[src/rtl/oclib_uart_rx.sv]
// oclib_uart_rx -- UART receiver with a small byte FIFO.
//
// Receives 8N1 frames (LSB first, idle-high line). The line is
// oversampled with the system clock and each bit is sampled at its
// centre. Received bytes go into a FifoDepth-entry FIFO that is
// presented on a valid/ready byte interface.
//
// Optional feature: define OCLIB_UART_RX_PARITY_EN to receive 8E1
// frames. A PARITY state is then generated, and a frame with bad
// parity raises parityError and is never pushed. Without the macro,
// parityError is tied to 0.
//
// Parameters:
//   ClockHz    clock frequency in Hz
//   Baud       line rate in bits per second
//   FifoDepth  received-byte buffer depth (power of 2, >= 2)
//
// Ports:
//   clock        system clock
//   reset        asynchronous, active-high reset
//   rx           serial line (asynchronous to clock)
//   rxData       byte at the FIFO head (registered)
//   rxValid      FIFO non-empty (registered)
//   rxReady      consumer takes rxData when rxValid && rxReady
//   frameError   1-cycle pulse: stop bit sampled low
//   overflow     1-cycle pulse: completed byte dropped, FIFO full
//   parityError  1-cycle pulse: parity mismatch (parity build only)
module oclib_uart_rx #(
  parameter int ClockHz   = 100000000,
  parameter int Baud      = 115200,
  parameter int FifoDepth = 4
) (
  input  logic       clock,
  input  logic       reset,
  input  logic       rx,
  output logic [7:0] rxData,
  output logic       rxValid,
  input  logic       rxReady,
  output logic       frameError,
  output logic       overflow,
  output logic       parityError
);

  localparam int CyclesPerBit = (ClockHz + Baud / 2) / Baud;
  localparam int HalfBit      = CyclesPerBit / 2;
  localparam int CntW         = $clog2(CyclesPerBit);
  localparam int AddrW        = $clog2(FifoDepth);
  localparam logic [CntW-1:0]  HalfLoad  = CntW'(HalfBit - 1);
  localparam logic [CntW-1:0]  BitLoad   = CntW'(CyclesPerBit - 1);
  localparam logic [AddrW:0]   FullCount = (AddrW + 1)'(FifoDepth);

  generate
    if (CyclesPerBit < 8) begin : gBadRate
      $error("oclib_uart_rx: CyclesPerBit must be at least 8");
    end
    if ((FifoDepth < 2) || ((FifoDepth & (FifoDepth - 1)) != 0)) begin : gBadDepth
      $error("oclib_uart_rx: FifoDepth must be a power of 2, at least 2");
    end
  endgenerate

  typedef enum logic [2:0] {
    StIdle   = 3'd0,
    StStart  = 3'd1,
    StData   = 3'd2,
`ifdef OCLIB_UART_RX_PARITY_EN
    StParity = 3'd3,
`endif
    StStop   = 3'd4,
    StBreak  = 3'd5
  } stateT;

  // ---------------------------------------------------------------
  // Synchronizer plus history flop. All reset to 1 so a line held
  // low through reset only shows up as an edge once the 0 has passed
  // through the synchronizer.
  // ---------------------------------------------------------------
  logic syncA, syncB, rxHist;
  logic fallingEdge;

  always_ff @(posedge clock or posedge reset) begin
    if (reset) begin
      syncA  <= 1'b1;
      syncB  <= 1'b1;
      rxHist <= 1'b1;
    end else begin
      syncA  <= rx;
      syncB  <= syncA;
      rxHist <= syncB;
    end
  end

  assign fallingEdge = rxHist & ~syncB;

  // ---------------------------------------------------------------
  // Receive FSM
  // ---------------------------------------------------------------
  stateT           stateReg, stateNext;
  logic [CntW-1:0] bitCnt;
  logic [2:0]      bitIndex;
  logic [7:0]      shiftReg;
  logic            expiry;
  logic            parityBad;

  logic loadHalf, loadBit, startOk, shiftEn, pushReq, frameErrSet;
`ifdef OCLIB_UART_RX_PARITY_EN
  logic parityCheck, parityErrSet;
`endif

  assign expiry = (bitCnt == '0);

  always_ff @(posedge clock or posedge reset) begin
    if (reset) stateReg <= StIdle;
    else       stateReg <= stateNext;
  end

  always_comb begin
    stateNext = stateReg;
    case (stateReg)
      StIdle:   if (fallingEdge) stateNext = StStart;
      StStart:  if (expiry) stateNext = syncB ? StIdle : StData;
      StData:
        if (expiry && (bitIndex == 3'd7)) begin
`ifdef OCLIB_UART_RX_PARITY_EN
          stateNext = StParity;
`else
          stateNext = StStop;
`endif
        end
`ifdef OCLIB_UART_RX_PARITY_EN
      StParity: if (expiry) stateNext = StStop;
`endif
      StStop:   if (expiry) stateNext = syncB ? StIdle : StBreak;
      StBreak:  if (syncB) stateNext = StIdle;
      default:  stateNext = StIdle;
    endcase
  end

  always_comb begin
    loadHalf     = 1'b0;
    loadBit      = 1'b0;
    startOk      = 1'b0;
    shiftEn      = 1'b0;
    pushReq      = 1'b0;
    frameErrSet  = 1'b0;
`ifdef OCLIB_UART_RX_PARITY_EN
    parityCheck  = 1'b0;
    parityErrSet = 1'b0;
`endif
    case (stateReg)
      StIdle:  loadHalf = fallingEdge;
      StStart: begin
        // A high sample at mid-start means the edge was a glitch.
        startOk = expiry & ~syncB;
        loadBit = expiry & ~syncB;
      end
      StData: begin
        shiftEn = expiry;
        loadBit = expiry;
      end
`ifdef OCLIB_UART_RX_PARITY_EN
      StParity: begin
        parityCheck = expiry;
        loadBit     = expiry;
      end
`endif
      StStop: begin
        pushReq     = expiry & syncB & ~parityBad;
        frameErrSet = expiry & ~syncB;
`ifdef OCLIB_UART_RX_PARITY_EN
        parityErrSet = expiry & syncB & parityBad;
`endif
      end
      default: ;
    endcase
  end

  // Bit timer, bit index and shift register. The timer parks at 0
  // outside an active bit, so expiry in IDLE/BREAK is harmless.
  always_ff @(posedge clock or posedge reset) begin
    if (reset) begin
      bitCnt   <= '0;
      bitIndex <= '0;
      shiftReg <= '0;
    end else begin
      if (loadHalf)     bitCnt <= HalfLoad;
      else if (loadBit) bitCnt <= BitLoad;
      else if (!expiry) bitCnt <= bitCnt - CntW'(1);

      if (startOk)      bitIndex <= '0;
      else if (shiftEn) bitIndex <= bitIndex + 3'd1;

      if (shiftEn) shiftReg[bitIndex] <= syncB;
    end
  end

`ifdef OCLIB_UART_RX_PARITY_EN
  // Even parity: data plus parity bit must XOR to 0.
  always_ff @(posedge clock or posedge reset) begin
    if (reset) begin
      parityBad   <= 1'b0;
      parityError <= 1'b0;
    end else begin
      if (startOk)          parityBad <= 1'b0;
      else if (parityCheck) parityBad <= ^{shiftReg, syncB};
      parityError <= parityErrSet;
    end
  end
`else
  assign parityBad   = 1'b0;
  assign parityError = 1'b0;
`endif

  // ---------------------------------------------------------------
  // Byte FIFO. Storage has no reset so it can map onto RAM; the head
  // is read combinationally and registered into rxData.
  // ---------------------------------------------------------------
  logic [7:0]       fifoMem [FifoDepth];
  logic [AddrW-1:0] wrPtr, rdPtr, rdPtrNext;
  logic [AddrW:0]   count, countAfterPop, countNext;
  logic             pop, full, accept;

  assign pop           = rxValid & rxReady;
  assign full          = (count == FullCount);
  // A full FIFO still accepts when the head leaves in the same cycle.
  assign accept        = pushReq & (~full | pop);
  assign rdPtrNext     = rdPtr + AddrW'(pop);
  assign countAfterPop = count - (AddrW + 1)'(pop);
  assign countNext     = countAfterPop + (AddrW + 1)'(accept);

  always_ff @(posedge clock) begin
    if (accept) fifoMem[wrPtr] <= shiftReg;
  end

  always_ff @(posedge clock or posedge reset) begin
    if (reset) begin
      wrPtr      <= '0;
      rdPtr      <= '0;
      count      <= '0;
      rxValid    <= 1'b0;
      rxData     <= 8'h00;
      frameError <= 1'b0;
      overflow   <= 1'b0;
    end else begin
      if (accept) wrPtr <= wrPtr + AddrW'(1);
      rdPtr   <= rdPtrNext;
      count   <= countNext;
      rxValid <= (countNext != '0);
      // When nothing older remains, the incoming byte becomes the head
      // directly (its RAM write lands in this same cycle).
      if (countAfterPop == '0) begin
        if (accept) rxData <= shiftReg;
      end else begin
        rxData <= fifoMem[rdPtrNext];
      end
      frameError <= frameErrSet;
      overflow   <= pushReq & full & ~pop;
    end
  end

endmodule

[config.mk]
export PLATFORM = sky130hd
export DESIGN_NAME = oclib_uart_rx
export DESIGN_NICKNAME = d
export VERILOG_FILES = /design/src/rtl/oclib_uart_rx.sv
export SDC_FILE = /design/constraint.sdc
export NUM_CORES = 1
export LEC_CHECK = 0
export ABC_AREA = 1
export CAP_MARGIN = 20
export CORE_UTILIZATION = 60
export DETAILED_ROUTE_END_ITERATION = 16
export PLACE_DENSITY = 0.79
export SKIP_CTS_REPAIR_TIMING = 1
export SLEW_MARGIN = 30
export SYNTH_ARGS = -nofsm -noshare
export SYNTH_HDL_FRONTEND = slang
export SYNTH_SLANG_ARGS = --single-unit
[constraint.sdc]
create_clock -name clock -period 2.9 [get_ports clock]
set_input_delay 0.87 -clock clock [delete_from_list [all_inputs] [get_ports clock]]
set_output_delay 0.87 -clock clock [all_outputs]
set_load 0.03 [all_outputs]
==> results.cfg, run 1 <==
[run_status]
outcome = completed

[detailed_routing]
drtIter0Drc = 215
dr.pass1.iters = 5
avgRoutedWirePerCell_um = 14.8
route.final.wire_length_um = 7450
drc = 0
num_vias = 2722
ant_nets = 0
vias_per_cell = 5.41

[placement]
placed_area_sq_um = 3950
dp_slack_ns = 0.0863
gp_congestion = 0.873
numPortBuffers = 14
dp.cells = 487
dpl.hpwl_um = 5270

[sta]
fmax_ghz = 0.410
tightestPinTransition_ns = 0.716
holdWs_ns = 0.367
hold_violations = 0
maxSlewHeadroom_pct = 51.9
setup_tns_ns = 0
grt_setup_unrepaired = false
period_share_pct = 84.1
maxSlewViolCount = 0
fin_ws_ns = 0.461
setup_viol = 0
fin_skew_ns = 0.0122
finalCriticalPeriod_ns = 2.44

[grt]
overflow = 0
antenna_found_initial = 0
groute.usage.overall_pct = 26.2
grt_pass1_vias = 2670
grt_pass1_wl_um = 12200
grt_max_degree = 34

[clocking]
clk_latency_ns = 0.35
root_buffer = clkbuf_8
cts_sinks = 77
cts.htree.levels = 3
cts_buffers = 9
max-clock-path-buffers = 2
path_clk_slew_ns = 0.08
cts_tree = built

[yosys]
syn_nets = 413
ys_seq_elements = 77
synth.distinct_cells = 35
seq_area_frac_synth_pct = 56.5
avgSynthCellArea_sq_um = 9.33
synth_edf_count = 32
synth-async-reset-ratio_pct = 58.4
synth_area_sq_um = 3700
yosys_warnings = 0
synth_flop_cell = dfrtp_1
synthCells = 397

[cells_and_area]
final_util_pct = 70.0
stdcell_count = 503
synthToLayoutAreaGrowth_pct = 11.9
final_nets = 439
fillers = 455
stdcell_area_sq_um = 4140
antennaDiodeCount = 0
multiInputGateArea_sq_um = 1350
seq_area_sq_um = 2090
drive_above_1_share_pct = 12.6

[run]
max_cap_violations = 0

[setup_path]
crit_type = in -> reg
worst_ep_arrival_time_ns = 2.69
cp.required_ns = 3.15
critPathMaxFanout = 17
setup.worst_path.start = rxReady
reg2reg_depth = 10
reg2reg_from = bitCnt[0]$_DFFE_PP0P_
end_kind = flip-flop
start_kind = input port

[floorplan]
die_w_um = 80.6
die_area_sq_um = 6490
start_util_pct = 62.6
rows = 28
fp.dieH_um = 80.6
num_io_pins = 16
core-area_sq_um = 5920

[power_and_ir_drop]
total_power_mw = 3.70
p_leak_nw = 2.05
vdd_ir_drop_max_mv = 0.541
p_per_area_nw_per_um2 = 894

[min_path]
hp-class = reg -> reg
whs_path_depth = 0
min-delay-start = syncA$_DFF_PP1_
[layout by cell type (no fill, tap or decap), drive strengths merged]
cell,count
inv,55
nand4,6
nor3,5
bufinv,1
a21oi,1
ha,12
a31oi,1
conb,1
dfrtp,42
o211ai,2
clkdlybuf4s50,14
nand2,126
o21ai,31
nand3,35
buf,10
edfxtp,32
nor2,27
xnor2,2
dfstp,3
clkbuf,11
xor2,5
or2,1
nor4,1
and2,1
clkinv,3
[path summary, 6_finish.rpt]
| kind | end | slack (ns) |
|---|---|---|
| worst max-delay path | rxData[6]$_DFFE_PP0P_ | 0.46 |
| worst min-delay path | syncB$_DFF_PP1_ | 0.37 |
| worst max register to register | rxValid$_DFF_PP0_ | 0.79 |
| worst min register to register | syncB$_DFF_PP1_ | 0.37 |
| max in group asynchronous | shiftReg[7]$_DFFE_PP0P_ | 1.53 |
| min in group asynchronous | frameError$_DFF_PP0_ | 0.79 |
[critical path, cell delays in order]
cell	delay (ns)
clkdlybuf4s50_1	0.39
nand2_1	0.08
inv_1	0.06
ha_1	0.17
ha_1	0.17
inv_1	0.06
or2_2	0.11
nand4_2	0.10
inv_2	0.30
nand2_2	0.20
nand2_1	0.11
nand2_1	0.05
[final cells by class]
cell class                      count  share of cell area [%]
Inverter                           54                    4.89
Multi-Input combinational cell    257                    32.6
Tap cell                           75                    2.27
Clock inverter                      5                    1.21
Clock buffer                       11                    3.41
Timing Repair Buffer               24                    5.19
Sequential cell                    77                    50.5
[logic make-up after synthesis]
kind of cell	share of synthesized area, %
other	0.101
buffers and inverters	7.13
xor gates and xnor gates	1.66
DFF	56.5
AOI/OAI and AO/OA	4.90
and+or+nand+nor	25.7
adders and majority gates	4.05
[power by group]
part | internal [mW] | leakage, nW | switching (mW)
sequential | 1.30 | 0.826 | 0.126
clock | 0.416 | 0.101 | 0.372
combinational | 0.541 | 1.12 | 0.952
[registers in the layout, summed over array words and instances, names as in the netlist, 2 cells and up]
signal / count
stateReg: 3
rdPtr: 2
shiftReg: 8
bitIndex: 3
wrPtr: 2
bitCnt: 10
rxData: 8
count: 3
fifoMem: 32
[routing by layer]
metal	share of wire [%]	GRT usage, %	routed length (um)
met5	0	0	0
met4	4.4	16.1	330
met3	4.0	4.43	296
met2	51	43.2	3760
met1	41	31.9	3060
[Yosys cell counts (2+ instances only)]
cell type / instances / area share (%)
nand2_1: 123 / 12
inv_1: 51 / 5.2
dfrtp_1: 42 / 28
edfxtp_1: 32 / 26
nand3_1: 26 / 3.5
o21ai_0: 24 / 3.2
nor2_1: 19 / 1.9
ha_1: 12 / 4.1
nand3_2: 8 / 2.2
o21ai_1: 7 / 0.95
nor2_2: 6 / 1.0
nand4_1: 5 / 0.84
xor2_1: 5 / 1.2
clkbuf_1: 4 / 0.41
nor3_1: 4 / 0.54
buf_6: 3 / 0.91
dfstp_2: 3 / 2.1
inv_2: 3 / 0.30
nand2_2: 2 / 0.34
o211ai_1: 2 / 0.41
xnor2_1: 2 / 0.47
(Power assumes the default switching activity.)
==> inputs of run 2 (changes only) <==
Settings changed: CORE_UTILIZATION 60 to 54, PLACE_DENSITY 0.79 to 0.75.
Clock period 2.9 ns to 2.2 ns, I/O delays scaled along.
==> results.cfg, run 2 (synthesis gave the netlist of run 1 again) <==
[placement]
numPortBuffers = 14
dp_slack_ns = -0.332
dpl.hpwl_um = 4790
gp_congestion = 0.879

[floorplan]
die_area_sq_um = 7190
fp.dieH_um = 84.8
rows = 29
core-area_sq_um = 6490
die_w_um = 84.8
start_util_pct = 57.0
num_io_pins = 16

[grt]
busiest_layer = met2
grtUsageMet3_pct = 4.28
grt_use_met1_pct = 26.5
antenna_found_initial = 0
grt_pass1_vias = 2601
grt_pass1_wl_um = 11700
overflow = 0
grt_max_degree = 34
grt_use_met2_pct = 36.1
groute.usage.overall_pct = 21.3

[detailed_routing]
vias_per_cell = 5.10
num_vias = 2610
ant_nets = 0
drc = 0
drtIter0Drc = 115
dr.pass1.iters = 4
avgRoutedWirePerCell_um = 13.2
route.final.wire_length_um = 6760

[setup_path]
crit_path_top_delay_cell = clkdlybuf4s50_1
start_kind = input port
crit_path_cell_trace = clkdlybuf4s50_1 > nand2_1 > inv_2 > ha_1 > ha_1 > inv_1 > or2_2 > nand4_4 > inv_4 > buf_4 > nand3_1 > nand2_1
worst_ep_arrival_time_ns = 2.37
end_kind = flip-flop
cp.required_ns = 2.44
crit_path_max_incr_delay_ns = 0.45
regToRegSetupSlack_ns = 0.25
crit_type = in -> reg
critPathMaxFanout = 12
reg2reg_depth = 8

[min_path]
hp-class = reg -> reg
whs_path_depth = 0

[clocking]
clk_latency_ns = 0.35
path_clk_slew_ns = 0.08
max-clock-path-buffers = 2
cts.htree.levels = 3
cts_buffers = 9
cts_sinks = 77
cts_tree = built
root_buffer = clkbuf_8

[cells_and_area]
final_nets = 446
final_common_cell = nand2_1
top_register = fifoMem
largest_reg_flops = 32
synthToLayoutAreaGrowth_pct = 17.8
most-common-layout-cells = 123 x nand2_1, 49 x inv_1, 42 x dfrtp_1, 32 x edfxtp_1, 26 x nand3_1
drive_above_1_share_pct = 14.7
antennaDiodeCount = 0
reg_top3 = fifoMem x32, bitCnt x10

[power_and_ir_drop]
p_per_area_nw_per_um2 = 1210
p_leak_nw = 2.13
vdd_ir_drop_max_mv = 0.560

[sta]
grt_setup_unrepaired = false
setup_viol = 0
period_share_pct = 96.4
setup_tns_ns = 0
fin_skew_ns = 0.00529
fin_ws_ns = 0.0784
finalCriticalPeriod_ns = 2.12
hold_violations = 0
fmax_ghz = 0.471
maxSlewViolCount = 0

[run]
max_cap_violations = 0

[run_status]
outcome = completed
## run 2: changes by cell type in the layout (fill, tap and decap cells not counted), moves of 2 or more
cell / change
xor2_1: -2
bufinv_16: +2
xor2_2: +2
buf_12: +7
clkinv_2: -2
clkinv_4: +2
## run 2: worst paths after layout
path,start,end
setup reg to reg,bitCnt[0]$_DFFE_PP0P_,fifoMem[0][5]$_DFFE_PP_
min in group asynchronous,reset,bitCnt[6]$_DFFE_PP0P_
setup / recovery,rxReady,rxData[6]$_DFFE_PP0P_
hold / removal,syncA$_DFF_PP1_,syncB$_DFF_PP1_
max in group asynchronous,reset,rxData[7]$_DFFE_PP0P_
hold reg to reg,syncA$_DFF_PP1_,syncB$_DFF_PP1_
## run 2: area by class of cell
type | count | area [sq um]
multi-input combinational | 257 | 1370
clock inverter | 6 | 111
timing repair buffer | 31 | 359
tap | 77 | 96.3
fill | 477 | 2130
clock buffer | 10 | 128
inverter | 54 | 205
sequential | 77 | 2090
## run 2: power breakdown
| part | switching, mW | internal, mW |
|---|---|---|
| Combinational | 1.27 | 0.864 |
| Sequential | 0.155 | 1.71 |
| Clock | 0.522 | 0.754 |
| Total | 1.94 | 3.33 |
## run 2: per-layer routing
layer	vias up	share of wire, %
met5	-	0
met2	41	50
met1	1228	45
met3	8	3.8
met4	0	1.3
li1	1333	-
## run 2: worst max-delay path: cells and delay by family
| kind | cells | cell delay (ns) |
|---|---|---|
| buffers and inverters | 5 | 0.80 |
| AND/OR/NAND/NOR | 5 | 0.62 |
| adder cells (fa/ha/maj) | 2 | 0.28 |
## run 2: through the flow
step                instances  hold WS (ns)  util [%]  cell area (sq um)  total power, mW
finish                    512         0.361      67.2               4360             5.27
global route              512         0.364      67.2               4360             5.66
CTS                       512         0.362      66.7               4330             5.24
detailed placement        496         0.350      63.0               4090             3.95
global placement          496         0.345      63.0               4090             3.90
floorplan                 397         0.345         -               3700             3.31
